===== config.mk =====
export PLATFORM = sky130hd
export DESIGN_NAME = systolic_input_ctrl
export DESIGN_NICKNAME = d
export VERILOG_FILES = /design/src/rtl/systolic_input_ctrl.sv
export SDC_FILE = /design/constraint.sdc
export NUM_CORES = 1
export LEC_CHECK = 0
export ABC_CLOCK_PERIOD_IN_PS = 3100
export CORE_MARGIN = 5
export CORE_UTILIZATION = 32
export DETAILED_ROUTE_END_ITERATION = 10
export GPL_ROUTABILITY_DRIVEN = 0
export PLACE_DENSITY = 0.58
export SYNTH_ARGS = -nofsm -noshare
export SYNTH_HDL_FRONTEND = slang
export SYNTH_SLANG_ARGS = --single-unit
export TNS_END_PERCENT = 50

===== constraint.sdc =====
create_clock -name clk_i -period 3.1 [get_ports clk_i]
set_clock_uncertainty 0.1 [all_clocks]
set_input_delay 0.775 -clock clk_i [delete_from_list [all_inputs] [get_ports clk_i]]
set_output_delay 0.775 -clock clk_i [all_outputs]
set_load 0.02 [all_outputs]

===== src/rtl/systolic_input_ctrl.sv =====
// Activation input buffer / PE array sequencer: stream K vectors, flush the lane skew, drain, pulse done.
// Optional performance counters are enabled with the SYSTOLIC_CTRL_PERF_EN macro.
module systolic_input_ctrl #(
  parameter int ARRAY_W      = 8,
  parameter int CNT_W        = 16,
  parameter int DRAIN_CYCLES = 8
) (
  input  logic             clk_i,
  input  logic             rst_ni,
  input  logic             start_i,
  input  logic             abort_i,
  input  logic [CNT_W-1:0] k_len_i,
  input  logic             act_valid_i,
  output logic             act_ready_o,
  output logic             load_en_o,
  output logic             out_en_o,
  output logic             zero_pad_o,
  output logic             arr_en_o,
  output logic             busy_o,
  output logic             done_o
`ifdef SYSTOLIC_CTRL_PERF_EN
  ,
  output logic [31:0]      stall_cnt_o,
  output logic [31:0]      tile_cyc_o
`endif
);

  // One counter serves the vector count, the skew flush and the drain.
  localparam int FD_W = $clog2(ARRAY_W + DRAIN_CYCLES);
  localparam int CW   = (CNT_W > FD_W) ? CNT_W : FD_W;
  localparam logic [CW-1:0] FLUSH_LAST = CW'(ARRAY_W - 2);
  localparam logic [CW-1:0] DRAIN_LAST = CW'(DRAIN_CYCLES - 1);

  typedef enum logic [2:0] {
    S_IDLE,
    S_STREAM,
    S_FLUSH,
    S_DRAIN,
    S_DONE
  } state_e;

  state_e           state_q, state_d;
  logic [CW-1:0]    cnt_q, cnt_d;
  logic [CNT_W-1:0] klen_q, klen_d;
  logic [CNT_W-1:0] klen_m1;
  logic             done_q;
  logic             beat;

  function automatic state_e after_stream();
    if (ARRAY_W > 1)       return S_FLUSH;
    if (DRAIN_CYCLES > 0)  return S_DRAIN;
    return S_DONE;
  endfunction

  assign klen_m1 = klen_q - CNT_W'(1);
  assign beat    = act_valid_i & (state_q == S_STREAM);

  always_comb begin
    state_d     = state_q;
    cnt_d       = cnt_q;
    klen_d      = klen_q;
    act_ready_o = 1'b0;
    load_en_o   = 1'b0;
    out_en_o    = 1'b0;
    arr_en_o    = 1'b0;
    zero_pad_o  = 1'b0;
    case (state_q)
      S_IDLE: begin
        if (start_i) begin
          klen_d = k_len_i;
          cnt_d  = '0;
          state_d = (k_len_i != '0) ? S_STREAM : S_DONE;
        end
      end
      S_STREAM: begin
        act_ready_o = 1'b1;
        if (beat) begin
          load_en_o = 1'b1;
          out_en_o  = 1'b1;
          arr_en_o  = 1'b1;
          if (cnt_q == CW'(klen_m1)) begin
            cnt_d   = '0;
            state_d = after_stream();
          end else begin
            cnt_d = cnt_q + CW'(1);
          end
        end
      end
      S_FLUSH: begin
        load_en_o  = 1'b1;
        out_en_o   = 1'b1;
        arr_en_o   = 1'b1;
        zero_pad_o = 1'b1;
        if (cnt_q == FLUSH_LAST) begin
          cnt_d   = '0;
          state_d = (DRAIN_CYCLES > 0) ? S_DRAIN : S_DONE;
        end else begin
          cnt_d = cnt_q + CW'(1);
        end
      end
      S_DRAIN: begin
        load_en_o  = 1'b1;
        out_en_o   = 1'b1;
        arr_en_o   = 1'b1;
        zero_pad_o = 1'b1;
        if (cnt_q == DRAIN_LAST) begin
          cnt_d   = '0;
          state_d = S_DONE;
        end else begin
          cnt_d = cnt_q + CW'(1);
        end
      end
      S_DONE:  state_d = S_IDLE;
      default: state_d = S_IDLE;
    endcase
    // Abort overrides every transition; a beat in this cycle is still consumed above.
    if (abort_i) begin
      state_d = S_IDLE;
      cnt_d   = '0;
      klen_d  = klen_q;
    end
  end

  always_ff @(posedge clk_i or negedge rst_ni) begin
    if (!rst_ni) begin
      state_q <= S_IDLE;
      cnt_q   <= '0;
      klen_q  <= '0;
      done_q  <= 1'b0;
    end else begin
      state_q <= state_d;
      cnt_q   <= cnt_d;
      klen_q  <= klen_d;
      done_q  <= (state_d == S_DONE);
    end
  end

  assign busy_o = (state_q != S_IDLE);
  assign done_o = done_q;

`ifdef SYSTOLIC_CTRL_PERF_EN
  logic [31:0] stall_q, stall_d;
  logic [31:0] tcyc_q, tcyc_d;
  logic        start_acc;

  assign start_acc = (state_q == S_IDLE) & start_i & ~abort_i;

  always_comb begin
    stall_d = stall_q;
    tcyc_d  = tcyc_q;
    if (start_acc) begin
      stall_d = '0;
      tcyc_d  = '0;
    end else begin
      if ((state_q == S_STREAM) && !act_valid_i && (stall_q != 32'hFFFF_FFFF))
        stall_d = stall_q + 32'd1;
      if ((state_q != S_IDLE) && (tcyc_q != 32'hFFFF_FFFF))
        tcyc_d = tcyc_q + 32'd1;
    end
  end

  always_ff @(posedge clk_i or negedge rst_ni) begin
    if (!rst_ni) begin
      stall_q <= '0;
      tcyc_q  <= '0;
    end else begin
      stall_q <= stall_d;
      tcyc_q  <= tcyc_d;
    end
  end

  assign stall_cnt_o = stall_q;
  assign tile_cyc_o  = tcyc_q;
`endif

endmodule


==> run_results.csv, run 1 <==
group,metric,value,unit
detailed_routing,drtIter0Drc,126,
timing,slew_violations,0,
floorplanning,core_region_area,0.00765,sq mm
timing,hold_viol_final,0,
grt,use_met2,21.0,%
cts,clk_path_buf_depth,2,
synthesis,synthFlopType,"dfrtp_1",
floorplanning,die_y,98.3,um
cts,cts_tree,"built",
min_path,hold_path_class,"reg -> reg",
critical_path,r2r_cells,10,
synthesis,syn_nets,299,
grt,antenna_found_initial,0,
synthesis,netlist_instances,275,
critical_path,cp_top_family,"simple AND/OR/NAND/NOR gates",
synthesis,yosysWarnings,0,
synthesis,synth_area,0.00249,sq mm
job,timing.max_cap.violations,0,
pwr,p_clk_share,30.6,%
synthesis,ys_seq_area_share,36.1,%
pwr,p_per_area,435,mW/mm^2
detailed_routing,dr.pass1.iters,4,
status,outcome,"complete, no violations",
timing,max_freq,0.332,GHz
timing,tightest_slew,0.852,ns
critical_path,critPathCaptureType,"flip-flop",
critical_path,cp_num_buf_inv,2,
cts,cts.sinks,36,
cts,cts-root-buf,"clkbuf_8",
cells_and_area,area_growth_syn_to_layout,24.6,%
synthesis,ys_types,55,
cells_and_area,num-nets-final,338,
cts,clk_latency,0.29,ns
floorplanning,die_x,98.3,um
critical_path,arrival,3.11,ns
cells_and_area,fin_cells,417,
pwr,power,1.35,mW
detailed_routing,viasPerCell,5.32,
critical_path,r2r_slack,0.09,ns
min_path,holdPathEnd,"klen_q[15]",
synthesis,synth_top_cell_area_share,36.1,%
grt,gr-usage-met3,3.64,%
cts,clk_pin_slew_worst_paths,0.08,ns
pwr,internal_power,936,uW
synthesis,synthTopCellsByCount,"dfrtp_1, nand2_1, nor2_1, inv_1, mux2_2",
critical_path,critical_path_class,"reg -> reg",
pwr,pwr-share-comb,27.9,%
synthesis,ys_seq_elements,36,
critical_path,cp-start-kind,"flip-flop",
placed_design,dpl.hpwl,4.69,mm
pwr,swShare,30.7,%
detailed_routing,routedWlPerCell,15.5,um
detailed_routing,vias,2217,
detailed_routing,ant_nets,0,
synthesis,synth_area_leader_cell,"dfrtp_1",
cts,ctsHoldBuffers,0,
synthesis,syn_avg_cell_area,9.07,sq um
critical_path,max_stage_delay,0.51,ns
critical_path,slowest_stage,"or4b_4",
pwr,pwr-share-seq,41.5,%
placed_design,dp_slack,0.0494,ns
min_path,hold_depth,1,
detailed_routing,drt_wl_total,6.48,mm
timing,finalSetupViolCount,0,
timing,slew_headroom,43.2,%
placed_design,placed_cells,401,
cells_and_area,antenna_cells,0,
detailed_routing,drc,0,
cts,htree_levels,2,
critical_path,worstPathRequired,3.20,ns
critical_path,r2r_end,"cnt_q[12]",
critical_path,crit_chain,"inv_2, ha_4, or4b_4, or3_4, buf_4, a31oi_2, nor4_4, a21oi_2, nand2_4, o311ai_2",
grt,grtUsageTotal,13.3,%
synthesis,synth_most_common_cell,"dfrtp_1",
floorplanning,dieArea,0.00966,sq mm
grt,grt_pass1_wl,10.5,mm
cells_and_area,drive_gt1_share,20.6,%
floorplanning,initial_core_util,32.6,%
timing,finalCriticalPeriod,3.01,ns
pwr,p_leak,1.21,nW
floorplanning,io_pins,28,
synthesis,postSynth.asyncResetShare,100,%
min_path,hp-start,"klen_q[15]",
critical_path,rr_startpoint,"klen_q[1]",
pwr,vdd.ir_drop.worst,0.000241,V
pwr,p_sw,415,uW
grt,grt_start_max_net_pins,37,
grt,grt_remaining_overflow,0,
grt,grt_use_met1,18.2,%
timing,fin_ws,0.0891,ns
synthesis,ys_top_cells_by_area,"dfrtp_1, mux2_2, nand2_1, xnor2_1, mux2i_1",
grt,grt_pass1_vias,2077,
cts,cts_made_buffers,5,
grt,grt_busiest_layer,"met2",
floorplanning,fp-row-count,32,
synthesis,synth_edf_count,0,
critical_path,critPathMaxFanout,10,
cells_and_area,fin_util,40.6,%
timing,post-route-period-util,97.1,%
placed_design,port-buffer-count,27,
final cells by class:
| type | count | area [sq um] |
|---|---|---|
| Clock buffer | 6 | 72.6 |
| Clock inverter | 2 | 35.0 |
| Fill cell | 760 | 4540 |
| Inverter | 14 | 52.6 |
| Multi-Input combinational cell | 211 | 1510 |
| Sequential cell | 36 | 901 |
| Tap cell | 102 | 128 |
| Timing Repair Buffer | 46 | 408 |
cell families (layout without fill, tap and decap cells):
group,after synthesis,in the layout,share of synthesized area [%]
and+or+nand+nor,124,124,28.4
AOI/OAI and AO/OA,45,46,13.6
DFF,36,36,36.1
buffers and inverters,29,68,5.37
muxes,20,20,8.68
xor gates and xnor gates,18,18,6.32
adders and majority gates,3,3,1.51
metal layers:
layer | up-vias | wire [um]
met5 | - | 0
met4 | 0 | 54
met3 | 8 | 291
met2 | 60 | 3050
met1 | 1069 | 3090
li1 | 1080 | -
registers in the layout, summed over array words and instances, names as in the netlist:
signal / flops
done_o: 1
state_q: 3
cnt_q: 16
klen_q: 16
power by group through the flow:
stage	Clock, mW	Sequential, mW	Combinational (mW)
6_report	0.413	0.560	0.377
5_1_grt	0.443	0.569	0.413
4_1_cts	0.420	0.559	0.351
3_5_place_dp	0	0.568	0.350
3_3_place_gp	0	0.566	0.345
2_1_floorplan	0	0.563	0.223
metrics by stage:
| step | instance area (sq um) | hold slack [ns] | setup TNS (ns) |
|---|---|---|---|
| global route | 3110 | 0.468 | -0.242 |
| global placement | 2900 | 0.430 | 0 |
| detailed placement | 2900 | 0.438 | 0 |
| floorplan | 2490 | 0.379 | 0 |
| finish | 3110 | 0.446 | 0 |
| CTS | 3000 | 0.456 | 0 |
how the worst max path moves through the flow:
stage / startpoint / cells after the start / end / slack, ns
finish: klen_q[1] / 10 / cnt_q[12] / 0.09
global route: klen_q[5] / 10 / cnt_q[7] / -0.06
CTS: klen_q[1] / 10 / cnt_q[13] / 0.03
detailed placement: klen_q[1] / 10 / cnt_q[12] / 0.05
global placement: klen_q[1] / 10 / cnt_q[13] / 0.1
floorplan: klen_q[0] / 11 / cnt_q[9] / 0.28
timing repair:
action | in CTS | in global routing
setup buffers | 0 | 7
resized for setup | 0 | 9
endpoints found under the setup margin | 0 | 15
placed cells by master, fill, tap and decap left out, types with 11 or more instances in the layout:
cell,count
mux2_2,13
o21ai_0,11
nand2_1,28
nor4_1,11
buf_4,19
inv_1,12
nor2_1,17
clkdlybuf4s50_1,26
nand3_1,12
dfrtp_1,36
worst register-to-register path, delay by kind of cell, from the launching register on:
family / cells / cell delay (ns)
compound gates: 3 / 0.86
fa+ha+maj: 1 / 0.13
buf+inv: 2 / 0.23
simple gates: 4 / 1.19
flops: 1 / 0.41
(Power assumes the default switching activity.)
==> run 2: changes to the inputs <==
CORE_ASPECT_RATIO = 1.25   (was not set)
CTS_CLUSTER_DIAMETER = 40   (was not set)
==> run 2 against run 1 <==
Via count shrank 3.3%. Setup slack improved by 0.031 ns. Non-clock buffer count is 2 higher. Clock power down 15%. Combinational power is 2% lower. Sequential power barely moved. Die area rose by 0.11%. Critical path depth rose by 1. Fmax rose by 1.1%. Sequential share of layout area hardly changed. Utilization shrank 0.32 points.
==> run_results.csv, run 2 (synthesis gave the netlist of run 1 again) <==
group,metric,value,unit
floorplanning,fp-row-count,36,
cts,ctsHoldBuffers,0,
cells_and_area,num-nets-final,339,
cells_and_area,final_common_cell,"dfrtp_1",
detailed_routing,ant_nets,0,
critical_path,crit_chain,"inv_2, ha_4, or4b_4, or4_4, o311ai_1, a41oi_1, and4bb_4, a21oi_4, buf_4, a21o_1, a22o_1",
detailed_routing,drc,0,
status,outcome,"complete, no violations",
floorplanning,initial_core_util,32.4,%
critical_path,worstPathRequired,3.18,ns
cells_and_area,area_growth_syn_to_layout,24.5,%
pwr,p_leak,1.21,nW
cells_and_area,layout_common_cells,"dfrtp_1, nand2_1, clkdlybuf4s50_1",
critical_path,slowest_stage,"or4_4",
pwr,swShare,31.4,%
timing,post-route-period-util,96.1,%
grt,grt_remaining_overflow,0,
timing,slew_violations,0,
cells_and_area,top_regs,"cnt_q: 16 flops, klen_q: 16 flops, state_q: 3 flops",
floorplanning,dieArea,0.00967,sq mm
detailed_routing,drt_wl_total,6.42,mm
floorplanning,die_y,109,um
detailed_routing,vias,2144,
pwr,power,1.28,mW
cts,clk_path_buf_depth,2,
grt,grt_pass1_vias,2084,
job,timing.max_cap.violations,0,
critical_path,cp-start-kind,"flip-flop",
floorplanning,io_pins,28,
pwr,p_clk_share,27.3,%
timing,fin_tns_setup,0,ns
critical_path,critical_path_class,"reg -> reg",
placed_design,dpl.hpwl,4.82,mm
cells_and_area,antenna_cells,0,
cts,clk_pin_slew_worst_paths,0.07,ns
timing,finalCriticalPeriod,2.98,ns
critical_path,critPathCaptureType,"flip-flop",
grt,grt_start_max_net_pins,37,
detailed_routing,viasPerCell,5.22,
grt,antenna_found_initial,0,
floorplanning,die_x,89.0,um
pwr,internal_power,879,uW
pwr,pwr-share-seq,43.8,%
placed_design,port-buffer-count,27,
critical_path,critPathMaxFanout,6,
grt,grtUsageTotal,13.6,%
min_path,hold_path_class,"reg -> reg",
critical_path,max_stage_delay,0.53,ns
timing,max_freq,0.336,GHz
cts,htree_levels,2,
pwr,p_sw,402,uW
placed_design,placed_area,0.00290,sq mm
timing,tightest_slew,0.464,ns
cells_and_area,drive_gt1_share,20.9,%
cts,cts-root-buf,"clkbuf_8",
timing,rsz0062_at_grt,"no",
cts,cts_made_buffers,5,
grt,grt_pass1_wl,10.3,mm
critical_path,arrival,3.06,ns
floorplanning,core_region_area,0.00770,sq mm
cts,cts_tree,"built",
cells_and_area,fin_area,0.00311,sq mm
detailed_routing,routedWlPerCell,15.6,um
pwr,p_per_area,413,mW/mm^2
cts,clk_latency,0.29,ns
detailed_routing,dr.pass1.iters,4,
pwr,vdd.ir_drop.worst,0.000158,V
timing,slew_headroom,68.8,%
timing,hold_viol_final,0,
cts,cts.sinks,36,
timing,finalSetupViolCount,0,
detailed_routing,drtIter0Drc,111,
pwr,pwr-share-comb,28.9,%
[run 2: timing repair]
action                                  in CTS  in global routing
setup buffers                                4                  4
gates resized for setup                      0                 13
pin swaps                                    1                  5
endpoints found under the setup margin       2                  9
[run 2: path summary, 6_finish.rpt]
path	slack, ns	to	cells after the start	start
worst max-delay path	0.12	cnt_q[7]	11	klen_q[1]
worst min register to register	0.47	klen_q[15]	1	klen_q[15]
worst max register to register	0.12	cnt_q[7]	11	klen_q[1]
max in group asynchronous	1.76	cnt_q[1]	2	rst_ni
min in group asynchronous	0.81	klen_q[6]	2	rst_ni
worst min-delay path	0.47	klen_q[15]	1	klen_q[15]
[run 2: worst max-delay path: cells and delay by family, from the launching register on]
family / cells / cell delay, ns
flops: 1 / 0.39
compound gates: 5 / 0.57
buf+inv: 2 / 0.24
fa+ha+maj: 1 / 0.14
simple gates: 3 / 1.43
[run 2: final cells by class]
type	count	area [sq um]
Timing Repair Buffer	48	435
Clock buffer	8	90.1
Fill cell	753	4600
Multi-Input combinational cell	210	1510
Sequential cell	36	901
Tap cell	95	119
Inverter	14	52.6
[run 2: metal layers]
| metal | track usage (%) | wire length [um] |
|---|---|---|
| met5 | 0 | 0 |
| met4 | 5.11 | 127 |
| met3 | 1.81 | 172 |
| met2 | 22.8 | 3230 |
| met1 | 17.8 | 2890 |
[run 2: per-stage QoR]
| step | utilization (%) | instances | hold slack [ns] | worst slack [ns] |
|---|---|---|---|---|
| final | 40.3 | 411 | 0.470 | 0.120 |
| after global routing | 40.3 | 411 | 0.491 | 0.00432 |
| after CTS | 39.2 | 407 | 0.478 | 0.0766 |
| after detailed placement | 37.6 | 395 | 0.460 | 0.00907 |
| after global placement | 37.6 | 395 | 0.432 | 0.109 |
| after floorplan | - | 275 | 0.379 | 0.276 |
[run 2: power groups by stage]
stage	logic (mW)	registers [mW]	clock network, mW
final	0.371	0.562	0.349
after global placement	0.339	0.568	0
after CTS	0.349	0.562	0.361
after global routing	0.401	0.571	0.376
after detailed placement	0.346	0.571	0
after floorplan	0.223	0.563	0
==> run 3: changes to the inputs <==
CELL_PAD_IN_SITES_DETAIL_PLACEMENT = 1   (was not set)
CELL_PAD_IN_SITES_GLOBAL_PLACEMENT = 2   (was not set)
HOLD_SLACK_MARGIN = 0.03   (was not set)
PLACE_DENSITY = 0.82   (was 0.58)
==> run 3 against run 2 <==
Sequential share of layout area is 0.73 points higher. Fmax down 0.29%. Non-clock buffer count is 5 lower. Routed wire length is 13% higher. Largest power group unchanged. Critical path depth did not move. Flip-flop and latch count is the same. Setup slack lost 0.0087 ns. Via count is 3.3% higher. Total power shrank 1.6%. Critical endpoint unchanged. Sequential power is essentially flat. Die area is the same. Design area is 2.5% lower.
==> run_results.csv, run 3 (synthesis gave the netlist of run 1 again) <==
group,metric,value,unit
pwr,p_sw,413,uW
floorplanning,core_region_area,0.00770,sq mm
pwr,vdd.ir_drop.worst,0.000190,V
cts,htree_levels,2,
pwr,p_per_area,416,mW/mm^2
cts,cts_made_buffers,5,
detailed_routing,drtIter0Drc,44,
placed_design,port-buffer-count,27,
floorplanning,die_y,109,um
timing,finalCriticalPeriod,2.99,ns
timing,hold_viol_final,0,
timing,max_freq,0.335,GHz
critical_path,arrival,3.07,ns
critical_path,worstPathRequired,3.18,ns
placed_design,placed_cells,394,
cells_and_area,drive_gt1_share,19.0,%
floorplanning,initial_core_util,32.4,%
cts,cts_tree,"built",
timing,tightest_slew,0.869,ns
detailed_routing,dr.pass1.iters,4,
timing,post-route-period-util,96.4,%
detailed_routing,vias,2214,
critical_path,critical_path_class,"reg -> reg",
grt,grt_pass1_vias,2432,
cts,clk_pin_slew_worst_paths,0.07,ns
timing,fin_ws,0.112,ns
cells_and_area,layout_common_cells,"dfrtp_1, nand2_1, clkdlybuf4s50_1",
floorplanning,io_pins,28,
timing,holdWs,0.450,ns
pwr,swShare,32.7,%
cells_and_area,area_growth_syn_to_layout,21.5,%
cells_and_area,final_common_cell,"dfrtp_1",
timing,finalSetupViolCount,0,
job,timing.max_cap.violations,0,
floorplanning,fp-row-count,36,
min_path,hold_path_class,"reg -> reg",
cells_and_area,antenna_cells,0,
timing,slew_headroom,42.1,%
detailed_routing,viasPerCell,5.47,
cts,clk_path_buf_depth,2,
placed_design,dpl.hpwl,5.44,mm
pwr,internal_power,848,uW
detailed_routing,ant_nets,0,
critical_path,critPathMaxFanout,13,
cts,clk_latency,0.29,ns
pwr,p_clk_share,26.0,%
detailed_routing,drt_wl_total,7.25,mm
floorplanning,die_x,89.0,um
status,outcome,"complete, no violations",
pwr,pwr-share-comb,29.2,%
grt,grt_start_max_net_pins,37,
placed_design,dp_slack,-0.0542,ns
detailed_routing,routedWlPerCell,17.9,um
grt,antenna_found_initial,0,
cells_and_area,fin_util,39.3,%
floorplanning,dieArea,0.00967,sq mm
grt,grtUsageTotal,15.8,%
timing,slew_violations,0,
cells_and_area,num-nets-final,334,
cts,cts.sinks,36,
cts,cts-root-buf,"clkbuf_8",
critical_path,cp-start-kind,"flip-flop",
grt,grt_remaining_overflow,0,
cells_and_area,fin_cells,405,
cells_and_area,top_regs,"cnt_q: 16 flops, klen_q: 16 flops, state_q: 3 flops",
critical_path,critPathCaptureType,"flip-flop",
grt,grt_pass1_wl,11.8,mm
pwr,p_leak,1.18,nW
detailed_routing,drc,0,
timing,rsz0062_at_grt,"no",
pwr,pwr-share-seq,44.8,%
[run 3: critical path, cell delays in order (launching register included)]
cell      delay (ns)
dfrtp_1         0.40
inv_2           0.08
ha_4            0.14
or4b_4          0.51
or4_4           0.53
o311ai_1        0.09
a41oi_1         0.10
and4bb_4        0.37
a21oi_4         0.08
buf_12          0.16
a21o_1          0.15
a22o_1          0.17
[run 3: area by class of cell]
| class | instances | area, sq um |
|---|---|---|
| Fill cell | 921 | 4670 |
| Multi-Input combinational cell | 210 | 1480 |
| Sequential cell | 36 | 901 |
| Timing Repair Buffer | 43 | 398 |
| Tap cell | 95 | 119 |
| Clock buffer | 6 | 72.6 |
| Inverter | 14 | 52.6 |
| Clock inverter | 1 | 5.00 |
[run 3: final timing paths]
check	endpoint	startpoint	slack, ns	depth (start not counted)
max	cnt_q[7]	klen_q[1]	0.11	11
min	klen_q[15]	klen_q[15]	0.45	1
max reg2reg	cnt_q[7]	klen_q[1]	0.11	11
min reg2reg	klen_q[15]	klen_q[15]	0.45	1
max in group asynchronous	klen_q[11]	rst_ni	1.86	1
min in group asynchronous	cnt_q[6]	rst_ni	0.50	1
[run 3: routing by layer]
metal  global-route usage, %  wire length [um]
met1                    18.4              3080
met2                    29.0              3890
met3                    2.12               157
met4                    5.96               125
met5                       0                 0
[run 3: timing repair]
item,in CTS,in global routing
buffers inserted,2,2
hold endpoints to repair,0,0
pin swaps,1,2
endpoints found under the setup margin,4,10
hold buffers,0,0
gates cloned,0,0
gates resized for setup,0,6
[run 3: through the flow]
| stage | instance area (sq um) | setup TNS [ns] | total power, mW |
|---|---|---|---|
| 5_1_grt | 3030 | 0 | 1.33 |
| 3_5_place_dp | 2890 | -0.131 | 0.926 |
| 6_report | 3030 | 0 | 1.26 |
| 2_1_floorplan | 2490 | 0 | 0.786 |
| 4_1_cts | 2990 | 0 | 1.27 |
| 3_3_place_gp | 2890 | 0 | 0.916 |
[run 3: power groups by stage]
stage	combinational, mW	clock [mW]	sequential [mW]
after floorplan	0.223	0	0.563
after global placement	0.343	0	0.573
after detailed placement	0.352	0	0.574
after CTS	0.357	0.345	0.565
after global routing	0.405	0.350	0.572
final	0.368	0.328	0.564
